$ cat config.mk
export PLATFORM = sky130hd
export DESIGN_NAME = mem_stage_lsu_flat
export DESIGN_NICKNAME = d
export VERILOG_FILES = /design/src/rtl/mem_stage_lsu_if.sv /design/src/rtl/mem_stage_lsu.sv /design/src/flat_wrapper.sv
export SDC_FILE = /design/constraint.sdc
export NUM_CORES = 1
export LEC_CHECK = 0
export CELL_PAD_IN_SITES_DETAIL_PLACEMENT = 1
export CELL_PAD_IN_SITES_GLOBAL_PLACEMENT = 2
export CORE_UTILIZATION = 42
export DETAILED_ROUTE_END_ITERATION = 10
export PLACE_DENSITY_LB_ADDON = 0.1
export REMOVE_ABC_BUFFERS = 1
export SYNTH_ARGS = -nofsm -noshare
export SYNTH_HDL_FRONTEND = slang
export SYNTH_SLANG_ARGS = --single-unit
export TNS_END_PERCENT = 1
$ cat constraint.sdc
create_clock -name clk -period 12.6 [get_ports clk]
set_clock_uncertainty 0.05 [all_clocks]
set_input_delay 1.26 -clock clk [delete_from_list [all_inputs] [get_ports clk]]
set_output_delay 1.26 -clock clk [all_outputs]
set_load 0.01 [all_outputs]
$ cat src/rtl/mem_stage_lsu_if.sv
// Bundle for the MEM-stage LSU: EX request, WB result and data-RAM port.
// The LSU uses the slave modport; the environment (EX/WB/RAM) uses master.
interface mem_stage_lsu_if;
  logic        in_valid;
  logic        in_ready;
  logic        in_is_load;
  logic        in_is_store;
  logic [1:0]  in_load_type;
  logic [31:0] in_addr;
  logic [31:0] in_wdata;
  logic [4:0]  in_rd;
  logic        out_valid;
  logic [4:0]  out_rd;
  logic [31:0] out_data;
  logic        out_fault;
  logic        ram_read_en;
  logic        ram_write_en;
  logic [1:0]  ram_load_type;
  logic [31:0] ram_addr;
  logic [31:0] ram_wdata;
  logic [31:0] ram_rdata;
  logic        sq_empty;

  modport slave (
    input  in_valid, in_is_load, in_is_store, in_load_type, in_addr, in_wdata, in_rd, ram_rdata,
    output in_ready, out_valid, out_rd, out_data, out_fault,
           ram_read_en, ram_write_en, ram_load_type, ram_addr, ram_wdata, sq_empty
  );

  modport master (
    output in_valid, in_is_load, in_is_store, in_load_type, in_addr, in_wdata, in_rd, ram_rdata,
    input  in_ready, out_valid, out_rd, out_data, out_fault,
           ram_read_en, ram_write_en, ram_load_type, ram_addr, ram_wdata, sq_empty
  );
endinterface

$ cat src/rtl/mem_stage_lsu.sv
// MEM-stage load/store unit: in-order word store queue drained into a
// single-ported data RAM, loads issued directly, one result per cycle to WB.
// Optional macro LSU_STORE_FWD_EN: loads hitting the store queue are served
// from the youngest matching entry instead of stalling.
module mem_stage_lsu #(
  parameter int SQ_DEPTH  = 4,
  parameter int RAM_DEPTH = 64
) (
  input logic           clk,
  input logic           rst_n,
  mem_stage_lsu_if.slave bus
);
  localparam int PW = $clog2(SQ_DEPTH);

  logic [PW-1:0] head_q, head_d, tail_q, tail_d;
  logic [PW:0]   count_q, count_d;
  logic [31:0]   sq_addr_q [SQ_DEPTH];
  logic [31:0]   sq_data_q [SQ_DEPTH];

  logic          out_valid_q, out_valid_d;
  logic [4:0]    out_rd_q, out_rd_d;
  logic [31:0]   out_data_q, out_data_d;
  logic          out_fault_q, out_fault_d;

  logic addr_oor, load_fault, store_fault, sq_full, sq_hit;
  logic ready, accept, load_issue, drain, enqueue;
`ifdef LSU_STORE_FWD_EN
  logic [31:0] hit_data;

  function automatic logic [31:0] fwd_extend(input logic [31:0] d, input logic [1:0] lt);
    case (lt)
      2'b01:   fwd_extend = {{16{d[15]}}, d[15:0]};
      2'b10:   fwd_extend = {{24{d[7]}}, d[7:0]};
      default: fwd_extend = d;
    endcase
  endfunction
`endif

  // Scan entries valid at the start of the cycle, oldest to youngest, for an address match
  always_comb begin
    sq_hit = 1'b0;
`ifdef LSU_STORE_FWD_EN
    hit_data = '0;
`endif
    for (int k = 0; k < SQ_DEPTH; k++) begin
      if (((PW+1)'(k) < count_q) && (sq_addr_q[head_q + PW'(k)] == bus.in_addr)) begin
        sq_hit = 1'b1;
`ifdef LSU_STORE_FWD_EN
        hit_data = sq_data_q[head_q + PW'(k)];
`endif
      end
    end
  end

  // Decode, acceptance and RAM port arbitration (a load issue blocks the drain)
  always_comb begin
    addr_oor    = bus.in_addr >= 32'(RAM_DEPTH);
    load_fault  = bus.in_is_load && (addr_oor || (bus.in_load_type == 2'b11));
    store_fault = bus.in_is_store && addr_oor;
    sq_full     = count_q == (PW+1)'(SQ_DEPTH);
    if (bus.in_is_store) begin
      ready = store_fault || !sq_full;
    end else if (bus.in_is_load) begin
`ifdef LSU_STORE_FWD_EN
      ready = load_fault || !sq_full;
`else
      ready = load_fault || (!sq_full && !sq_hit);
`endif
    end else begin
      ready = 1'b1;
    end
    accept     = rst_n && bus.in_valid && ready;
`ifdef LSU_STORE_FWD_EN
    load_issue = accept && bus.in_is_load && !load_fault && !sq_hit;
`else
    load_issue = accept && bus.in_is_load && !load_fault;
`endif
    drain      = rst_n && (count_q != '0) && !load_issue;
    enqueue    = accept && bus.in_is_store && !store_fault;
  end

  assign bus.in_ready      = ready;
  assign bus.ram_read_en   = load_issue;
  assign bus.ram_write_en  = drain;
  assign bus.ram_load_type = load_issue ? bus.in_load_type : 2'b00;
  assign bus.ram_addr      = load_issue ? bus.in_addr : (drain ? sq_addr_q[head_q] : 32'd0);
  assign bus.ram_wdata     = drain ? sq_data_q[head_q] : 32'd0;
  assign bus.sq_empty      = count_q == '0;
  assign bus.out_valid     = out_valid_q;
  assign bus.out_rd        = out_rd_q;
  assign bus.out_data      = out_data_q;
  assign bus.out_fault     = out_fault_q;

  // Next-state for queue pointers and the WB result register
  always_comb begin
    head_d      = drain ? head_q + PW'(1) : head_q;
    tail_d      = enqueue ? tail_q + PW'(1) : tail_q;
    count_d     = count_q + {{PW{1'b0}}, enqueue} - {{PW{1'b0}}, drain};
    out_valid_d = accept;
    out_rd_d    = '0;
    out_data_d  = '0;
    out_fault_d = 1'b0;
    if (accept) begin
      if (bus.in_is_store) begin
        out_fault_d = store_fault;
      end else if (bus.in_is_load) begin
        out_rd_d = bus.in_rd;
        if (load_fault) begin
          out_fault_d = 1'b1;
`ifdef LSU_STORE_FWD_EN
        end else if (sq_hit) begin
          out_data_d = fwd_extend(hit_data, bus.in_load_type);
`endif
        end else begin
          out_data_d = bus.ram_rdata;
        end
      end else begin
        out_rd_d   = bus.in_rd;
        out_data_d = bus.in_wdata;
      end
    end
  end

  // Control and result registers; reset discards all queued stores
  always_ff @(posedge clk) begin
    if (!rst_n) begin
      head_q      <= '0;
      tail_q      <= '0;
      count_q     <= '0;
      out_valid_q <= 1'b0;
      out_rd_q    <= '0;
      out_data_q  <= '0;
      out_fault_q <= 1'b0;
    end else begin
      head_q      <= head_d;
      tail_q      <= tail_d;
      count_q     <= count_d;
      out_valid_q <= out_valid_d;
      out_rd_q    <= out_rd_d;
      out_data_q  <= out_data_d;
      out_fault_q <= out_fault_d;
    end
  end

  // Queue storage is written at the tail on enqueue; contents beyond count are don't-care
  always_ff @(posedge clk) begin
    if (enqueue) begin
      sq_addr_q[tail_q] <= bus.in_addr;
      sq_data_q[tail_q] <= bus.in_wdata;
    end
  end
endmodule

$ cat src/flat_wrapper.sv
// flat-port wrapper written by rule: the top's interface ports become plain ports
module mem_stage_lsu_flat 
#(
  parameter int SQ_DEPTH  = 4,
  parameter int RAM_DEPTH = 64
)
  (clk, rst_n, bus_in_valid, bus_in_is_load, bus_in_is_store, bus_in_load_type, bus_in_addr, bus_in_wdata, bus_in_rd, bus_ram_rdata, bus_in_ready, bus_out_valid, bus_out_rd, bus_out_data, bus_out_fault, bus_ram_read_en, bus_ram_write_en, bus_ram_load_type, bus_ram_addr, bus_ram_wdata, bus_sq_empty);
  mem_stage_lsu_if bus_i ();
  input logic clk;
  input logic rst_n;
  input wire logic [$bits(bus_i.in_valid)-1:0] bus_in_valid;
  input wire logic [$bits(bus_i.in_is_load)-1:0] bus_in_is_load;
  input wire logic [$bits(bus_i.in_is_store)-1:0] bus_in_is_store;
  input wire logic [$bits(bus_i.in_load_type)-1:0] bus_in_load_type;
  input wire logic [$bits(bus_i.in_addr)-1:0] bus_in_addr;
  input wire logic [$bits(bus_i.in_wdata)-1:0] bus_in_wdata;
  input wire logic [$bits(bus_i.in_rd)-1:0] bus_in_rd;
  input wire logic [$bits(bus_i.ram_rdata)-1:0] bus_ram_rdata;
  output wire logic [$bits(bus_i.in_ready)-1:0] bus_in_ready;
  output wire logic [$bits(bus_i.out_valid)-1:0] bus_out_valid;
  output wire logic [$bits(bus_i.out_rd)-1:0] bus_out_rd;
  output wire logic [$bits(bus_i.out_data)-1:0] bus_out_data;
  output wire logic [$bits(bus_i.out_fault)-1:0] bus_out_fault;
  output wire logic [$bits(bus_i.ram_read_en)-1:0] bus_ram_read_en;
  output wire logic [$bits(bus_i.ram_write_en)-1:0] bus_ram_write_en;
  output wire logic [$bits(bus_i.ram_load_type)-1:0] bus_ram_load_type;
  output wire logic [$bits(bus_i.ram_addr)-1:0] bus_ram_addr;
  output wire logic [$bits(bus_i.ram_wdata)-1:0] bus_ram_wdata;
  output wire logic [$bits(bus_i.sq_empty)-1:0] bus_sq_empty;
  assign bus_i.in_valid = bus_in_valid;
  assign bus_i.in_is_load = bus_in_is_load;
  assign bus_i.in_is_store = bus_in_is_store;
  assign bus_i.in_load_type = bus_in_load_type;
  assign bus_i.in_addr = bus_in_addr;
  assign bus_i.in_wdata = bus_in_wdata;
  assign bus_i.in_rd = bus_in_rd;
  assign bus_i.ram_rdata = bus_ram_rdata;
  assign bus_in_ready = bus_i.in_ready;
  assign bus_out_valid = bus_i.out_valid;
  assign bus_out_rd = bus_i.out_rd;
  assign bus_out_data = bus_i.out_data;
  assign bus_out_fault = bus_i.out_fault;
  assign bus_ram_read_en = bus_i.ram_read_en;
  assign bus_ram_write_en = bus_i.ram_write_en;
  assign bus_ram_load_type = bus_i.ram_load_type;
  assign bus_ram_addr = bus_i.ram_addr;
  assign bus_ram_wdata = bus_i.ram_wdata;
  assign bus_sq_empty = bus_i.sq_empty;
  mem_stage_lsu #(.SQ_DEPTH(SQ_DEPTH), .RAM_DEPTH(RAM_DEPTH)) u_core (.clk(clk), .rst_n(rst_n), .bus(bus_i));
endmodule
==> results of run 1 <==
[path summary, 6_finish.rpt]
path	startpoint	endpoint	slack (ns)	depth (start not counted)
max	register	bus_ram_wdata[20]	4.92	13
min	u_core.tail_q[1]$_SDFFE_PN0P_	u_core.tail_q[1]$_SDFFE_PN0P_	0.52	2
max reg2reg	register	u_core.count_q[2]$_SDFF_PN0_	6.23	18
min reg2reg	u_core.tail_q[1]$_SDFFE_PN0P_	u_core.tail_q[1]$_SDFFE_PN0P_	0.52	2
[stage by stage]
step / cells / setup slack [ns] / hold WS (ns)
after global routing: 1811 / 4.58 / 0.582
after CTS: 1811 / 4.85 / 0.518
after detailed placement: 1745 / 5.06 / 0.509
final: 1811 / 4.92 / 0.516
after floorplan: 1010 / 3.95 / 0.478
after global placement: 1745 / 5.23 / 0.502
[worst max-delay path: stages (launching register included)]
cell,delay [ns]
dfxtp_4,0.62
buf_4,0.54
buf_4,0.52
mux4_2,0.62
xor2_1,0.18
nor4_1,0.72
nand4_1,0.31
nand4b_1,0.20
o31ai_2,0.07
buf_4,0.20
or3b_4,0.57
buf_4,0.40
nor2b_1,0.23
clkdlybuf4s50_1,0.56
[layout make-up]
| class | instances | area (µm²) |
|---|---|---|
| inverter | 26 | 97.6 |
| multi-input combinational | 680 | 6640 |
| clock buffer | 53 | 1010 |
| sequential | 304 | 8660 |
| tap | 504 | 631 |
| timing repair buffer | 231 | 2270 |
| fill | 3605 | 17400 |
| clock inverter | 13 | 120 |
[registers in the layout, indices dropped and copies added (netlist names), named ones only]
register,cells
u_core.sq_addr_q,128
u_core.sq_data_q,128
u_core.bus.out_data,32
u_core.bus.out_rd,5
u_core.count_q,3
u_core.head_q,2
u_core.tail_q,2
u_core.bus.out_fault,1
u_core.bus.out_valid,1
[kinds of logic after synthesis]
logic type	count (synthesis)	share of synthesized area
DFF	304	0.546
and+or+nand+nor	254	0.0910
muxes	194	0.210
xor gates and xnor gates	133	0.0736
buffers and inverters	113	0.0349
AOI/OAI and AO/OA	90	0.0367
adders and majority gates	9	0.00759
[synthesized netlist by cell type (13+ instances only)]
cell	instances	share of area
nor2_1	55	0.013
inv_1	26	0.0062
xor2_1	15	0.0083
nand4_1	23	0.0091
xnor2_1	118	0.065
dfxtp_1	48	0.061
nand2_1	19	0.0045
nor4_1	14	0.0055
nand3_1	13	0.0041
mux4_2	110	0.16
buf_2	15	0.0047
mux2i_1	80	0.051
edfxtp_1	256	0.49
nor2b_1	79	0.031
a21oi_1	41	0.013
clkbuf_1	48	0.011
[power groups by stage]
stage	Combinational, mW	Sequential, mW	Clock [mW]
after global routing	1.18	1.16	1.05
after global placement	1.11	1.18	0
after CTS	1.12	1.16	1.02
after floorplan	0.672	1.24	0
final	1.10	1.16	0.999
after detailed placement	1.11	1.18	0
[layout by cell type (no fill, tap or decap), drive strengths merged, types with 41 or more instances in the layout]
cell | netlist | layout
nor2 | 64 | 64
dfxtp | 48 | 48
a21oi | 41 | 41
mux2i | 80 | 80
clkbuf | 48 | 53
mux4 | 110 | 110
nor2b | 79 | 79
clkdlybuf4s50 | 0 | 216
xnor2 | 118 | 118
edfxtp | 256 | 256
[routing by layer]
layer / GRT usage / vias up
li1: - / 4530
met1: 0.328 / 5215
met4: 0.0596 / 0
met3: 0.0351 / 53
met5: 0 / -
met2: 0.394 / 293
==> reports/metrics.csv, run 1 <==
stage,metric,value,unit
global_routing,initial antenna violation count,1,
setup_path,Worst setup SP type,register,
logic_synthesis,synth unique cells,55,
cts,Max clock buf depth,3,
sta,Tcrit/Tclk final,0.609,
setup_path,CP Max Fanout,41,
global_routing,gr ovfl total,0,
cts,Post CTS Setup Buffer Count,0,
detailed_routing,vias per inst,5.57,
logic_synthesis,sequential cell area fraction in the yosys report,0.546,
placed_design,placed cell area,18300,µm²
detailed_routing,DRT antenna net count,0,
pwr,Worst VDD drop,0.106,mV
logic_synthesis,Synth async-reset ratio,0,
detailed_routing,drc violations,0,
pwr,Clk network pwr share,0.306,
sta,Final min period,7.68,ns
pwr,combinational power share,0.339,
detailed_routing,Iter 0 DRT Violations,606,
flow_run,max-cap viol count,0,
floorplanning,Initial Utilization,0.429,
detailed_routing,Post-Route WL,45.3,mm
setup_path,Crit. End Element,primary output,
floorplanning,Rows,70,
sta,Setup TNS Final,0,ns
detailed_routing,Met1 Wirelength,20.1,mm
cts,"Clk pin slew, worst setup/hold paths",0.06,ns
min_path,Worst Hold Class,register to register,
logic_synthesis,most common flop cell mapped by yosys,edfxtp_1,
pwr,Total Power,3.26,mW
detailed_routing,WL met3,2.26,mm
finish,layout cells sized above 1,0.158,
pwr,sw power,1.03,mW
pwr,Pleak,5.98,nW
setup_path,Critical Path AT,6.37,ns
sta,RSZ-0062 raised after global routing,false,
floorplanning,die width,196,µm
pwr,switching fraction of total power,0.316,
finish,utilization after layout,0.527,
floorplanning,die area,38500,µm²
pwr,internal power,2.23,mW
placed_design,DP Wirelength,30.2,mm
cts,post-cts resize count,0,
placed_design,Buffers on Ports,216,
pwr,PwrDens,168,nW/µm²
detailed_routing,routed length per placed instance,25.0,µm
detailed_routing,Max Used Layer,met4,
detailed_routing,routed wl met2,22.0,mm
cts,CTS tree,yes,
logic_synthesis,YS warnings,0,
finish,ant diodes,0,
sta,worst-margin pin slew,1.09,ns
pwr,Reg power frac,0.355,
floorplanning,I/O pin cnt,217,
sta,Slew headroom,0.270,
detailed_routing,routed vias,10100,
cts,CTS hold repair buffers,0,
setup_path,"Req. time, crit path",11.29,ns
cts,CTS buffer count,36,
finish,Final Instance Area,19400,µm²
run_status,status,finished clean,
logic_synthesis,Post-Syn Instances,1097,
logic_synthesis,Yosys reg bits,304,
logic_synthesis,syn_area_per_cell,14.4,µm²
floorplanning,Die H,196,µm
sta,Final Slew Violations,0,
global_routing,GRT Total Usage,0.237,
setup_path,Crit Path Category,register to primary output,
cts,Worst-Skew Late Latency,0.54,ns
logic_synthesis,Post-synth EDFFs,256,
floorplanning,total core area,36900,µm²
placed_design,GPL Wtd Cong,0.861,
finish,Final #Nets,1396,
global_routing,first-pass GRT wire length,67.8,mm
global_routing,vias in the first global route,10600,
global_routing,largest net degree at the start of global routing,62,
sta,Setup Viol. Count Final,0,
detailed_routing,TritonRoute pass-1 iters,5,
finish,Area Overhead vs Synth,22.7,%
logic_synthesis,Mapped Area,15800,µm²
cts,CTS H-tree lvls,2,
cts,Root Buffer Master,clkbuf_16,
sta,final hold vios,0,
cts,TritonCTS Sinks,304,
sta,Peak Freq,0.130,GHz
Note: power is estimated with default switching activity, not from simulation.
==> run 2: changes to the inputs <==
--- a/config.mk
+++ b/config.mk
@@ -7,7 +7,7 @@
 export LEC_CHECK = 0
 export CELL_PAD_IN_SITES_DETAIL_PLACEMENT = 1
 export CELL_PAD_IN_SITES_GLOBAL_PLACEMENT = 2
-export CORE_UTILIZATION = 42
+export CORE_UTILIZATION = 39
 export DETAILED_ROUTE_END_ITERATION = 10
 export PLACE_DENSITY_LB_ADDON = 0.1
 export REMOVE_ABC_BUFFERS = 1
==> constraint.sdc (replaced) <==
create_clock -name clk -period 7.5 [get_ports clk]
set_clock_uncertainty 0.05 [all_clocks]
set_input_delay 0.75 -clock clk [delete_from_list [all_inputs] [get_ports clk]]
set_output_delay 0.75 -clock clk [all_outputs]
set_load 0.01 [all_outputs]
==> run 2 against run 1 <==
Sequential power rose by 72%. Flip-flop and latch count did not move. Combinational power rose by 65%. Via count barely moved. Cell area rose by 1.0%. Power rose by 71%. Cell count rose by 1.8%. Clock-buffer cell count fell by 4. Highest routed layer unchanged. Core utilization fell by 3.5 points. Critical path type unchanged.
==> reports/metrics.csv, run 2 (same netlist as run 1, synthesis figures left out) <==
stage,metric,value,unit
floorplanning,Die H,203,µm
detailed_routing,Iter 0 DRT Violations,595,
cts,post-cts resize count,0,
min_path,Worst Hold Class,register to register,
setup_path,RR Startpoint,u_core.head_q[1]$_SDFFE_PN0P_,
setup_path,CP cell instances,buf_4 > mux2i_1 > o2bb2ai_1 > nor4_1 > o2111ai_1 > a2111oi_0 > and4_1 > o31ai_2 > buf_4 > or3b_4 > nor2b_1 > clkdlybuf4s50_1,
setup_path,critical path depth in cells,12,
global_routing,gr ovfl total,0,
detailed_routing,routed length per placed instance,24.7,µm
finish,"commonest non-fill, non-tap cells in the layout","edfxtp_1, clkdlybuf4s50_1, xnor2_1, mux4_2, mux2i_1",
cts,CTS buffer count,35,
run_status,status,finished clean,
pwr,Reg power frac,0.359,
placed_design,DP Wirelength,31.3,mm
min_path,hold path endpoint,u_core.tail_q[1]$_SDFFE_PN0P_,
sta,RSZ-0062 raised after global routing,false,
sta,Final Slew Violations,0,
placed_design,Buffers on Ports,216,
global_routing,initial antenna violation count,1,
pwr,sw power,1.72,mW
detailed_routing,Post-Route WL,45.6,mm
global_routing,largest net degree at the start of global routing,60,
setup_path,Critical Path AT,5.91,ns
sta,final hold vios,0,
flow_run,max-cap viol count,0,
pwr,PwrDens,284,nW/µm²
setup_path,"delay-heaviest family, CP",simple AND/OR/NAND/NOR gates,
sta,Final min period,6.71,ns
finish,Final Instance Area,19600,µm²
floorplanning,Initial Utilization,0.397,
sta,Tcrit/Tclk final,0.894,
finish,utilization after layout,0.492,
finish,Area Overhead vs Synth,24.0,%
pwr,internal power,3.85,mW
cts,TritonCTS Sinks,304,
floorplanning,Rows,73,
setup_path,Crit Path Category,register to primary output,
cts,Max clock buf depth,3,
sta,Setup Viol. Count Final,0,
setup_path,Most common cell on crit path,buf_4,
finish,Final #Nets,1409,
cts,Worst-Skew Late Latency,0.53,ns
global_routing,GRT Total Usage,0.223,
floorplanning,I/O pin cnt,217,
setup_path,Worst setup SP type,register,
finish,multi-input logic area,6640,µm²
global_routing,first-pass GRT wire length,68.7,mm
detailed_routing,vias per inst,5.48,
floorplanning,total core area,39900,µm²
floorplanning,die area,41400,µm²
setup_path,CP max stage cell,dfxtp_4,
finish,layout cells sized above 1,0.168,
finish,"commonest non-fill, non-tap cell in the layout",edfxtp_1,
floorplanning,die width,203,µm
pwr,Worst VDD drop,0.155,mV
setup_path,Crit. End Element,primary output,
finish,ant diodes,0,
sta,Setup TNS Final,0,ns
setup_path,Critical Path Max Stage Delay,0.88,ns
placed_design,GPL Wtd Cong,0.920,
setup_path,reg2reg end,u_core.count_q[2]$_SDFF_PN0_,
min_path,hold_sp,u_core.tail_q[1]$_SDFFE_PN0P_,
cts,Root Buffer Master,clkbuf_16,
detailed_routing,DRT antenna net count,0,
cts,Post CTS Setup Buffer Count,0,
detailed_routing,TritonRoute pass-1 iters,5,
pwr,Total Power,5.57,mW
placed_design,placed cell area,18400,µm²
cts,CTS tree,yes,
setup_path,CP Max Fanout,59,
detailed_routing,routed vias,10100,
pwr,Clk network pwr share,0.314,
global_routing,vias in the first global route,10900,
cts,"Clk pin slew, worst setup/hold paths",0.05,ns
cts,CTS hold repair buffers,0,
sta,Slew headroom,0.264,
sta,Peak Freq,0.149,GHz
finish,fillers,3952,
pwr,combinational power share,0.327,
setup_path,flop2flop setup slack,1.75,ns
detailed_routing,drc violations,0,
setup_path,R2R cell count,17,
cts,CTS H-tree lvls,2,
pwr,switching fraction of total power,0.308,
setup_path,"Req. time, crit path",6.70,ns
finish,storage element area,8660,µm²
sta,worst-margin pin slew,1.10,ns
setup_path,Worst Path Buf+Inv,3,
pwr,Pleak,6.08,nW
min_path,Hold Crit Depth,2,
## run 2: per-stage QoR
stage	hold WS, ns	setup slack, ns	instances
2_1_floorplan	0.478	-1.15	1010
3_3_place_gp	0.502	1.16	1780
3_5_place_dp	0.523	1.16	1780
4_1_cts	0.526	0.663	1844
5_1_grt	0.545	0.340	1844
6_report	0.518	0.792	1844
## run 2: how the worst max path moves through the flow
stage | start | endpoint | slack, ns
floorplan | u_core.head_q[1]$_SDFFE_PN0P_ | u_core.count_q[2]$_SDFF_PN0_ | -1.15
global placement | bus_in_addr[5] | bus_ram_wdata[25] | 1.16
detailed placement | bus_in_addr[5] | bus_ram_wdata[30] | 1.16
CTS | u_core.head_q[1]$_SDFFE_PN0P_ | bus_ram_wdata[30] | 0.66
global route | u_core.head_q[1]$_SDFFE_PN0P_ | bus_ram_wdata[30] | 0.34
finish | u_core.head_q[1]$_SDFFE_PN0P_ | bus_ram_wdata[30] | 0.79
## run 2: power groups by stage
stage	Clock (mW)	Combinational (mW)	Sequential (mW)
after detailed placement	0	1.84	2.04
after global routing	1.85	1.95	2.02
after global placement	0	1.84	2.04
after floorplan	0	1.13	2.09
after CTS	1.79	1.86	2.01
final	1.75	1.82	2.00
## run 2: metal layers
metal	GRT usage	part of all wire	vias up
met5	0	0	-
met4	0.0548	0.019	0
met3	0.0371	0.049	53
met2	0.386	0.50	243
met1	0.292	0.43	5250
li1	-	-	4551
## run 2: area by class of cell
cell class	instances	share of cell area
Clock inverter	15	0.00988
Tap cell	525	0.0335
Inverter	26	0.00497
Clock buffer	49	0.0499
Sequential cell	304	0.441
Multi-Input combinational cell	680	0.338
Timing Repair Buffer	245	0.122
## run 2: worst min-delay path, cell delays in order, from the launching register on
cell     delay [ns]
dfxtp_1        0.34
mux2i_1        0.13
nor2b_1        0.06
==> run 3: changes to the inputs <==
--- a/config.mk
+++ b/config.mk
@@ -5,12 +5,14 @@
 export SDC_FILE = /design/constraint.sdc
 export NUM_CORES = 1
 export LEC_CHECK = 0
+export CAP_MARGIN = 20
 export CELL_PAD_IN_SITES_DETAIL_PLACEMENT = 1
 export CELL_PAD_IN_SITES_GLOBAL_PLACEMENT = 2
 export CORE_UTILIZATION = 39
 export DETAILED_ROUTE_END_ITERATION = 10
 export PLACE_DENSITY_LB_ADDON = 0.1
 export REMOVE_ABC_BUFFERS = 1
+export SLEW_MARGIN = 20
 export SYNTH_ARGS = -nofsm -noshare
 export SYNTH_HDL_FRONTEND = slang
 export SYNTH_SLANG_ARGS = --single-unit
==> run 3 against run 2 <==
Non-clock buffer count is 1 higher. Critical path depth up 1. Wire length down 0.18%. Sequential power about the same. Worst setup slack improved by 0.019 ns. Die area stayed put. Critical endpoint unchanged.
==> reports/metrics.csv, run 3 (same netlist as run 1, synthesis figures left out) <==
stage,metric,value,unit
global_routing,gr ovfl total,0,
min_path,hold path endpoint,u_core.tail_q[1]$_SDFFE_PN0P_,
placed_design,Buffers on Ports,216,
sta,RSZ-0062 raised after global routing,false,
setup_path,CP max stage cell,dfxtp_4,
floorplanning,die area,41400,µm²
min_path,hold_sp,u_core.tail_q[1]$_SDFFE_PN0P_,
finish,utilization after layout,0.492,
sta,final hold vios,0,
detailed_routing,routed length per placed instance,24.7,µm
global_routing,initial antenna violation count,1,
cts,CTS hold repair buffers,0,
sta,Tcrit/Tclk final,0.892,
cts,CTS buffer count,35,
cts,TritonCTS Sinks,304,
detailed_routing,DRT antenna net count,0,
flow_run,max-cap viol count,0,
floorplanning,total core area,39900,µm²
finish,"commonest non-fill, non-tap cell in the layout",edfxtp_1,
setup_path,R2R cell count,17,
cts,"Clk pin slew, worst setup/hold paths",0.05,ns
pwr,Pleak,6.09,nW
setup_path,CP cell instances,buf_4 > mux2i_1 > xnor2_1 > a2111oi_0 > a21oi_1 > a2111oi_0 > and4_1 > o31ai_2 > buf_4 > or3b_4 > buf_12 > nor2b_1 > clkdlybuf4s50_1,
setup_path,RR Startpoint,u_core.head_q[1]$_SDFFE_PN0P_,
setup_path,Worst Path Buf+Inv,4,
cts,CTS tree,yes,
floorplanning,die width,203,µm
setup_path,Critical Path AT,5.89,ns
finish,Area Overhead vs Synth,24.1,%
cts,post-cts resize count,0,
setup_path,Worst setup SP type,register,
run_status,status,finished clean,
sta,Setup Viol. Count Final,0,
sta,Final Slew Violations,0,
finish,Final #Nets,1410,
finish,ant diodes,0,
detailed_routing,routed vias,10100,
cts,Worst-Skew Late Latency,0.53,ns
global_routing,GRT Total Usage,0.223,
setup_path,Critical Path Max Stage Delay,0.87,ns
sta,Setup TNS Final,0,ns
global_routing,vias in the first global route,10900,
placed_design,worst slack at placement,1.16,ns
detailed_routing,TritonRoute pass-1 iters,5,
detailed_routing,drc violations,0,
placed_design,GPL Wtd Cong,0.920,
sta,Slew headroom,0.364,
detailed_routing,vias per inst,5.47,
setup_path,"Req. time, crit path",6.70,ns
setup_path,"delay-heaviest family, CP",buffers and inverters,
sta,Setup WS post-layout,0.811,ns
placed_design,DP Wirelength,31.3,mm
sta,Peak Freq,0.150,GHz
floorplanning,Initial Utilization,0.397,
setup_path,Crit. End Element,primary output,
min_path,Worst Hold Class,register to register,
finish,"commonest non-fill, non-tap cells in the layout","edfxtp_1, clkdlybuf4s50_1, xnor2_1, mux4_2, mux2i_1",
sta,worst-margin pin slew,0.954,ns
cts,Max clock buf depth,3,
cts,CTS H-tree lvls,2,
detailed_routing,Post-Route WL,45.5,mm
floorplanning,Rows,73,
floorplanning,Die H,203,µm
min_path,Hold Crit Depth,2,
setup_path,CP Max Fanout,47,
detailed_routing,Iter 0 DRT Violations,553,
floorplanning,I/O pin cnt,217,
finish,layout cells sized above 1,0.169,
setup_path,flop2flop setup slack,1.77,ns
global_routing,largest net degree at the start of global routing,60,
cts,Post CTS Setup Buffer Count,0,
pwr,Worst VDD drop,0.167,mV
cts,Root Buffer Master,clkbuf_16,
setup_path,reg2reg end,u_core.count_q[1]$_SDFF_PN0_,
global_routing,first-pass GRT wire length,68.7,mm
setup_path,Crit Path Category,register to primary output,
pwr,PwrDens,284,nW/µm²
sta,Final min period,6.69,ns
## run 3: through the flow
stage	std cells	hold WS (ns)	total power, mW	cell area, µm²
after floorplan	1010	0.478	3.22	15400
after global placement	1780	0.502	3.88	18400
after detailed placement	1780	0.523	3.89	18400
after CTS	1844	0.526	5.66	19600
after global routing	1845	0.545	5.83	19600
final	1845	0.518	5.58	19600
## run 3: metal layers
| layer | track usage | wire [µm] | vias to the layer above |
|---|---|---|---|
| li1 | - | - | 4559 |
| met3 | 0.0371 | 2140 | 53 |
| met2 | 0.386 | 22800 | 246 |
| met1 | 0.292 | 19800 | 5234 |
| met4 | 0.0548 | 860 | 0 |
| met5 | 0 | 0 | - |
## run 3: area by class of cell
cell class,instances,area [µm²]
clock inverters,15,194
flip-flops and latches,304,8660
inverters,26,97.6
repair buffers,246,2410
well taps,525,657
fillers,3950,20300
multi-input cells,680,6640
clock buffers,49,980
## run 3: how the worst max path moves through the flow
stage          cells past startpoint                           end                     startpoint  slack (ns)
2_1_floorplan                     15  u_core.count_q[2]$_SDFF_PN0_  u_core.head_q[1]$_SDFFE_PN0P_       -1.15
3_3_place_gp                      11             bus_ram_wdata[25]                 bus_in_addr[5]        1.16
3_5_place_dp                      11             bus_ram_wdata[30]                 bus_in_addr[5]        1.16
4_1_cts                           12             bus_ram_wdata[30]  u_core.head_q[1]$_SDFFE_PN0P_        0.66
5_1_grt                           13             bus_ram_wdata[30]  u_core.head_q[1]$_SDFFE_PN0P_        0.37
6_report                          13             bus_ram_wdata[30]  u_core.head_q[1]$_SDFFE_PN0P_        0.81
## run 3: worst min-delay path, stage by stage (launching register included)
cell,delay [ns]
dfxtp_1,0.34
mux2i_1,0.13
nor2b_1,0.06
## run 3: power breakdown
group          switching [mW]  leakage (nW)  internal [mW]
registers               0.148          2.69           1.85
logic                   0.881          2.81          0.952
clock network           0.689         0.580           1.06
